File: src/rtl/bit_reverse_reorder.sv
// Purpose : frame reorder buffer, natural index order in, bit-reversed index order out.
// Latency : first output is valid the cycle after the DEPTH-th input is accepted.
// Backpr. : out_ready=0 holds out_data/out_last/rd_cnt; a full write bank drops in_ready.
// Build option BITREV_PINGPONG_EN: two banks, so filling one overlaps draining the other.
module bit_reverse_reorder #(
  parameter int DATA_WIDTH = 8,
  parameter int ADDR_BITS  = 3
) (
  input  logic                  clk,
  input  logic                  rst_n,
  input  logic [DATA_WIDTH-1:0] in_data,
  input  logic                  in_valid,
  output logic                  in_ready,
  output logic [DATA_WIDTH-1:0] out_data,
  output logic                  out_valid,
  input  logic                  out_ready,
  output logic                  out_last
);

  localparam int DEPTH = 2 ** ADDR_BITS;
`ifdef BITREV_PINGPONG_EN
  localparam int NBANK = 2;
`else
  localparam int NBANK = 1;
`endif

  // Bank pointers are one bit in both builds; with a single bank they stay 0.
  logic [DATA_WIDTH-1:0] mem [NBANK][DEPTH];
  logic [NBANK-1:0]      full;
  logic [NBANK-1:0]      full_nxt;
  logic                  wr_bank;
  logic                  rd_bank;
  logic [ADDR_BITS-1:0]  wr_cnt;
  logic [ADDR_BITS-1:0]  rd_cnt;
  logic [ADDR_BITS-1:0]  rd_addr;
  logic                  wr_fire;
  logic                  rd_fire;
  logic                  wr_wrap;
  logic                  rd_wrap;

  // Reverse all address bits: bit i moves to bit ADDR_BITS-1-i.
  function automatic logic [ADDR_BITS-1:0] rev(input logic [ADDR_BITS-1:0] a);
    logic [ADDR_BITS-1:0] r;
    for (int i = 0; i < ADDR_BITS; i++) begin
      r[i] = a[ADDR_BITS-1-i];
    end
    return r;
  endfunction

  assign in_ready  = !full[wr_bank];
  assign out_valid = full[rd_bank];
  assign wr_fire   = in_valid && in_ready;
  assign rd_fire   = out_valid && out_ready;
  assign wr_wrap   = wr_fire && (wr_cnt == '1);
  assign rd_wrap   = rd_fire && (rd_cnt == '1);
  assign rd_addr   = rev(rd_cnt);
  assign out_last  = out_valid && (rd_cnt == '1);

  // Zero-latency read from registered pointers; output forced to 0 when idle.
  always_comb begin
    out_data = '0;
    if (out_valid) begin
      out_data = mem[rd_bank][rd_addr];
    end
  end

  // Next full flags: a completed drain and a completed fill always hit different banks.
  always_comb begin
    full_nxt = full;
    if (rd_wrap) begin
      full_nxt[rd_bank] = 1'b0;
    end
    if (wr_wrap) begin
      full_nxt[wr_bank] = 1'b1;
    end
  end

  // Sample storage, written in natural order; contents are not reset.
  always_ff @(posedge clk) begin
    if (rst_n && wr_fire) begin
      mem[wr_bank][wr_cnt] <= in_data;
    end
  end

  // Write side: count samples into the current bank, hand it to the reader on wrap.
  always_ff @(posedge clk) begin
    if (!rst_n) begin
      wr_cnt  <= '0;
      wr_bank <= 1'b0;
    end else if (wr_fire) begin
      wr_cnt <= wr_cnt + 1'b1;
      if (wr_wrap) begin
`ifdef BITREV_PINGPONG_EN
        wr_bank <= ~wr_bank;
`else
        wr_bank <= 1'b0;
`endif
      end
    end
  end

  // Read side: step through the bank in bit-reversed order, release it on wrap.
  always_ff @(posedge clk) begin
    if (!rst_n) begin
      rd_cnt  <= '0;
      rd_bank <= 1'b0;
    end else if (rd_fire) begin
      rd_cnt <= rd_cnt + 1'b1;
      if (rd_wrap) begin
`ifdef BITREV_PINGPONG_EN
        rd_bank <= ~rd_bank;
`else
        rd_bank <= 1'b0;
`endif
      end
    end
  end

  // Per-bank FILL/DRAIN state held as the full flag.
  always_ff @(posedge clk) begin
    if (!rst_n) begin
      full <= '0;
    end else begin
      full <= full_nxt;
    end
  end

endmodule

File: config.mk
export PLATFORM = sky130hd
export DESIGN_NAME = bit_reverse_reorder
export DESIGN_NICKNAME = d
export VERILOG_FILES = /design/src/rtl/bit_reverse_reorder.sv
export SDC_FILE = /design/constraint.sdc
export NUM_CORES = 1
export LEC_CHECK = 0
export CAP_MARGIN = 10
export CORE_MARGIN = 3
export CORE_UTILIZATION = 50
export DETAILED_ROUTE_END_ITERATION = 16
export GPL_TIMING_DRIVEN = 0
export PLACE_DENSITY = 0.8
export SETUP_SLACK_MARGIN = 0.1
export SLEW_MARGIN = 20
export SYNTH_ARGS = -nofsm -noshare
export SYNTH_HDL_FRONTEND = slang
export SYNTH_SLANG_ARGS = --single-unit
export TNS_END_PERCENT = 50
File: constraint.sdc
create_clock -name clk -period 1.92 [get_ports clk]
set_clock_uncertainty 0.1 [all_clocks]
set_input_delay 0.384 -clock clk [delete_from_list [all_inputs] [get_ports clk]]
set_output_delay 0.384 -clock clk [all_outputs]
set_load 0.005 [all_outputs]
# Word-level counts from Yosys, hierarchy flattened
# Memories as Yosys holds them, arrays and structs flattened.
# Cells that the tools add are included.
# op_classes
add_sub_neg	2
order_cmp	3
n_eq_ne	2
muxes	10
bitwise_logic	2
reduce_logical	9
# op_table
operator	count
64-bit two-way mux	1
8-bit two-way mux	4
8-bit binary-select mux with 3-bit select	1
8-bit demux with 3-bit select	1
4-bit greater-or-equal comparator (second input constant)	2
3-bit NOT with 4-bit output	2
1-bit logical AND	7
3-bit by 1-bit adder with 3-bit output (second input constant)	2
3-bit == test (second input constant)	2
4-bit by 1-bit < comparator with 1-bit output (second input constant)	1
1-bit two-way mux	3
2-bit nonzero test	1
1-bit logical NOT	1
# totals
ff_bits	7
ram_bits	64
input_bits	12
output_inout_bits	11
word_cells	32
mem_count	1
# mem_list
memory	depth	word_bits	read_ports	rd_ports_with_merged_regs	write_ports	line	source
mem	1	64	1	0	1	28	logic [DATA_WIDTH-1:0] mem [NBANK][DEPTH];

# Depth between registers and ports, before layout
# logic_depth
word_depth	6
ltp_mapped	5

# Worst setup path after synthesis
# OpenSTA, ideal clock, no wires.
# synth_timing
path_type	register to register
from	register full
to	memory mem[0][48] in the netlist's numbering (enable)
setup_ns	0.395
arrival_time_ns	1.451
required_time_ns	1.425
path_slack_ns	-0.025
path_stages_with_launch	3
n_path_buf	1
period_less_slack_ns	1.945
cell_sequence	dfxtp_1 clkbuf_1 nor4_1
# synth_between
elab_chain_len	5
# synth_rtl
item	line	source
from (decl)	29	logic [NBANK-1:0] full;
from (signal assigned)	124	full <= full_nxt;
1-bit logical NOT	50	assign in_ready = !full[wr_bank];
1-bit logical AND	52	assign wr_fire = in_valid && in_ready;
1-bit logical AND	80	if (rst_n && wr_fire) begin
1-bit two-way mux	80	
64-bit two-way mux (implied by the code)	81	mem[wr_bank][wr_cnt] <= in_data;
to (decl)	28	
# No other way between the ends.

# Final worst setup path
# layout_timing
from	register rd_cnt[1]
to	output port out_data[0]
# layout_between
elab_chain_len	5
# layout_rtl
item	line	source
from (decl)	34	logic [ADDR_BITS-1:0] rd_cnt;
from (signal assigned)	108	rd_cnt <= rd_cnt + 1'b1;
3-bit NOT with 4-bit output (implied by the code)	63	out_data = mem[rd_bank][rd_addr];
8-bit binary-select mux with 3-bit select	63	
8-bit two-way mux (implied by the code) (2 in a row)	63	
8-bit two-way mux	62	if (out_valid) begin
to (decl)	14	output logic [DATA_WIDTH-1:0] out_data,
# No other way between the ends. The select of a mux whose other input is x is not followed.

==> flow_metrics.tcl <==
set metrics [dict create \
    status "finished, violations left" \
    violations "negative setup slack" \
    max-slew-margin-rel 0.642 \
    root_buffer "clkbuf_8" \
    fmax_ghz 0.437 \
    rsz0062_at_grt "true" \
    period_needed_ns 2.29 \
    synthCells 148 \
    synth_fa_ha_area_frac 0.0176 \
    r2r_slack_ns 0.16 \
    ios 23 \
    ir_drop_uv 394 \
    yosysWarnings 0 \
    first_global_vias 1650 \
    synth_area_um2 2850 \
    drive_gt1_frac 0.377 \
    synth_simple_gate_area_frac 0.0527 \
    r2r_start "wr_cnt[1]" \
    wl_per_cell_um 22.3 \
    cts.sinks 71 \
    tightest_slew_ns 0.536 \
    finalHoldViolations 0 \
    grt_pass1_wl_um 8940 \
    synth_fp_nets 164 \
    gp_congestion 0.739 \
    worst_slack_ns -0.368 \
    r2r_end "mem[0][61]" \
    power_density_nw_per_um2 772 \
    drc 0 \
    core_region_area_um2 5300 \
    postLayoutCellArea_um2 3570 \
    startpoint_type "flop" \
    holdPathStages 2 \
    io_buffers 22 \
    grt_overflow 0 \
    seq_power_share 0.625 \
    switching_share 0.197 \
    drtAntennaViolNets 0 \
    area_growth_pct 25.3 \
    grt_start_max_net_pins 11 \
    ys_seq_area_frac 0.724 \
    synth.distinct_cells 27 \
    worstSetupEndpointType "output pin" \
    die_w_um 81.5 \
    required_ns 1.44 \
    hold_end "wr_cnt[0]" \
    drtIter0Drc 140 \
    vias_per_cell 5.81 \
    avgSynthCellArea_um2 19.2 \
    die_h_um 81.5 \
    p_int_mw 2.21 \
    setup_viol 9 \
    cts.path.max_buffers 2 \
    arrival_ns 1.80 \
    worstSkewPairLatency_ns 0.33 \
    h-tree-depth 3 \
    synth_top_family_by_area "multiplexers" \
    multiInputGateArea_um2 818 \
    clkTransAtPathRegs_ns 0.07 \
    finalNetCount 212 \
    num_antenna_cells 0 \
    crit_type "reg -> out" \
    synth-compound-area-share 0.00791 \
    die-area_um2 6640 \
    clock_power_share 0.334 \
    vias 1564 \
    switching_power_uw 544 \
    ff_latch_area_um2 2070 \
    min_path_type "reg -> reg" \
    rows 26 \
    slew_violations 0 \
    period_share 1.19 \
    drt_pre_antenna_iters 4 \
    synth_seq_cells 71 \
    p_comb_frac 0.040 \
    grt_usage 0.198 \
    reg2reg_depth 2 \
    cts_tree "yes" \
    post-dp-hpwl_um 3330 \
    place_area_um2 3180 \
    finalWirelength_um 5990 \
    fillCellCount 322 \
    synth-xor-area-share 0.00615 \
    start_util 0.537 \
    p_leak_nw 1.16 \
    antenna_found_initial 0 \
    path_max_fanout 6 \
    numCtsBuffers 9 \
    cap_viol_max_count 0 \
    muxShareOfSynthArea 0.171 \
    power_mw 2.76 \
    hold_start "wr_cnt[0]" \
]
-- worst max path at each step --
stage                   start     endpoint  depth (start not counted)
floorplan            in_valid   mem[0][56]                          3
global placement     in_valid   mem[0][62]                          4
detailed placement   in_valid   mem[0][54]                          3
CTS                 rd_cnt[1]  out_data[4]                          6
global route        rd_cnt[1]  out_data[1]                          6
finish              rd_cnt[1]  out_data[0]                          6
-- cells in the mapped netlist --
library cell	instances	area (um2)
clkbuf_1	1	3.75
mux2i_1	10	100
xor2_1	1	8.76
buf_2	2	10.0
nor2b_1	1	6.26
inv_2	1	3.75
buf_4	1	7.51
edfxtp_1	64	1920
mux4_2	9	203
buf_12	1	20.0
dfxtp_1	7	140
nor2_1	15	56.3
a21oi_1	3	15.0
nand4_1	1	6.26
mux4_1	7	184
nand4b_1	1	8.76
a211oi_1	1	7.51
nand2_1	5	18.8
buf_6	1	11.3
nor3_1	4	20.0
inv_1	1	3.75
ha_1	4	50.1
nor4_1	1	6.26
xnor2_1	1	8.76
and2_1	1	6.26
nand3_1	3	15.0
or3_1	1	6.26
-- through the flow --
stage | setup TNS [ns] | std cells | setup slack, ns | util | hold WS [ns]
2_1_floorplan | 0 | 148 | 0.0952 | - | 0.381
3_3_place_gp | -39.93 | 240 | -0.985 | 0.597 | 0.472
3_5_place_dp | -34.36 | 240 | -0.624 | 0.600 | 0.493
4_1_cts | -3.41 | 266 | -0.363 | 0.658 | 0.503
5_1_grt | -3.37 | 269 | -0.459 | 0.673 | 0.507
6_report | -2.64 | 269 | -0.368 | 0.673 | 0.481
-- logic make-up (layout without fill, tap and decap cells) --
kind of cell             Yosys count  after routing
flip-flops                        71             71
AND/OR/NAND/NOR                   33             33
multiplexers                      26             26
buffers and inverters              8             59
adder cells (fa/ha/maj)            4              4
AO/OA/AOI/OAI                      4              4
XOR/XNOR                           2              2
-- power groups by stage --
stage	logic, mW	registers, mW	clock network (mW)
after global placement	0.0871	1.75	0
final	0.111	1.72	0.922
after CTS	0.103	1.72	0.932
after detailed placement	0.0953	1.75	0
after global routing	0.119	1.73	1.01
after floorplan	0.0421	1.75	0
-- worst max-delay path, stage by stage, from the launching register on --
cell,delay [ns]
dfxtp_2,0.34
buf_8,0.15
buf_12,0.13
mux4_2,0.49
mux2i_1,0.17
nor2_1,0.07
buf_2,0.13
-- state kept, by name (all words and copies together), names as in the netlist --
name,count
full,1
mem,64
wr_cnt,3
rd_cnt,3
-- layer usage --
metal / vias to the layer above / track usage / share of wire
met2: 77 / 0.327 / 0.52
met3: 20 / 0.0373 / 0.080
met1: 776 / 0.242 / 0.36
li1: 691 / - / -
met5: - / 0 / 0
met4: 0 / 0.120 / 0.036
-- placed cells by master, fill, tap and decap left out, drive strengths merged --
cell type      netlist  layout
xnor2                1       1
nor3                 4       4
or3                  1       1
nor4                 1       1
dfxtp                7       7
nand2                5       5
nand4                1       1
nand4b               1       1
a21oi                3       3
buf                  5      29
and2                 1       1
mux2i               10      10
clkinv               0       2
nand3                3       3
mux4                16      16
xor2                 1       1
a211oi               1       1
dlygate4sd2          0       2
clkbuf               1      13
edfxtp              64      64
inv                  2       2
nor2                15      15
ha                   4       4
nor2b                1       1
clkdlybuf4s15        0       1
clkdlybuf4s50        0      10
-- layout make-up --
type | instances | area share
clock buffers | 12 | 0.0378
inverters | 2 | 0.00420
well taps | 70 | 0.0245
repair buffers | 37 | 0.101
flip-flops and latches | 71 | 0.580
plain buffers | 6 | 0.0210
clock inverters | 2 | 0.00280
multi-input cells | 69 | 0.229
-- timing repair --
item / 4_1_cts / 5_1_grt
setup endpoints to repair: 74 / 57
pin swaps: 3 / 5
buffers inserted: 11 / 3
cloned: 1 / 0
hold buffers: 0 / 0
resized for setup: 74 / 11
(Power assumes the default switching activity.)
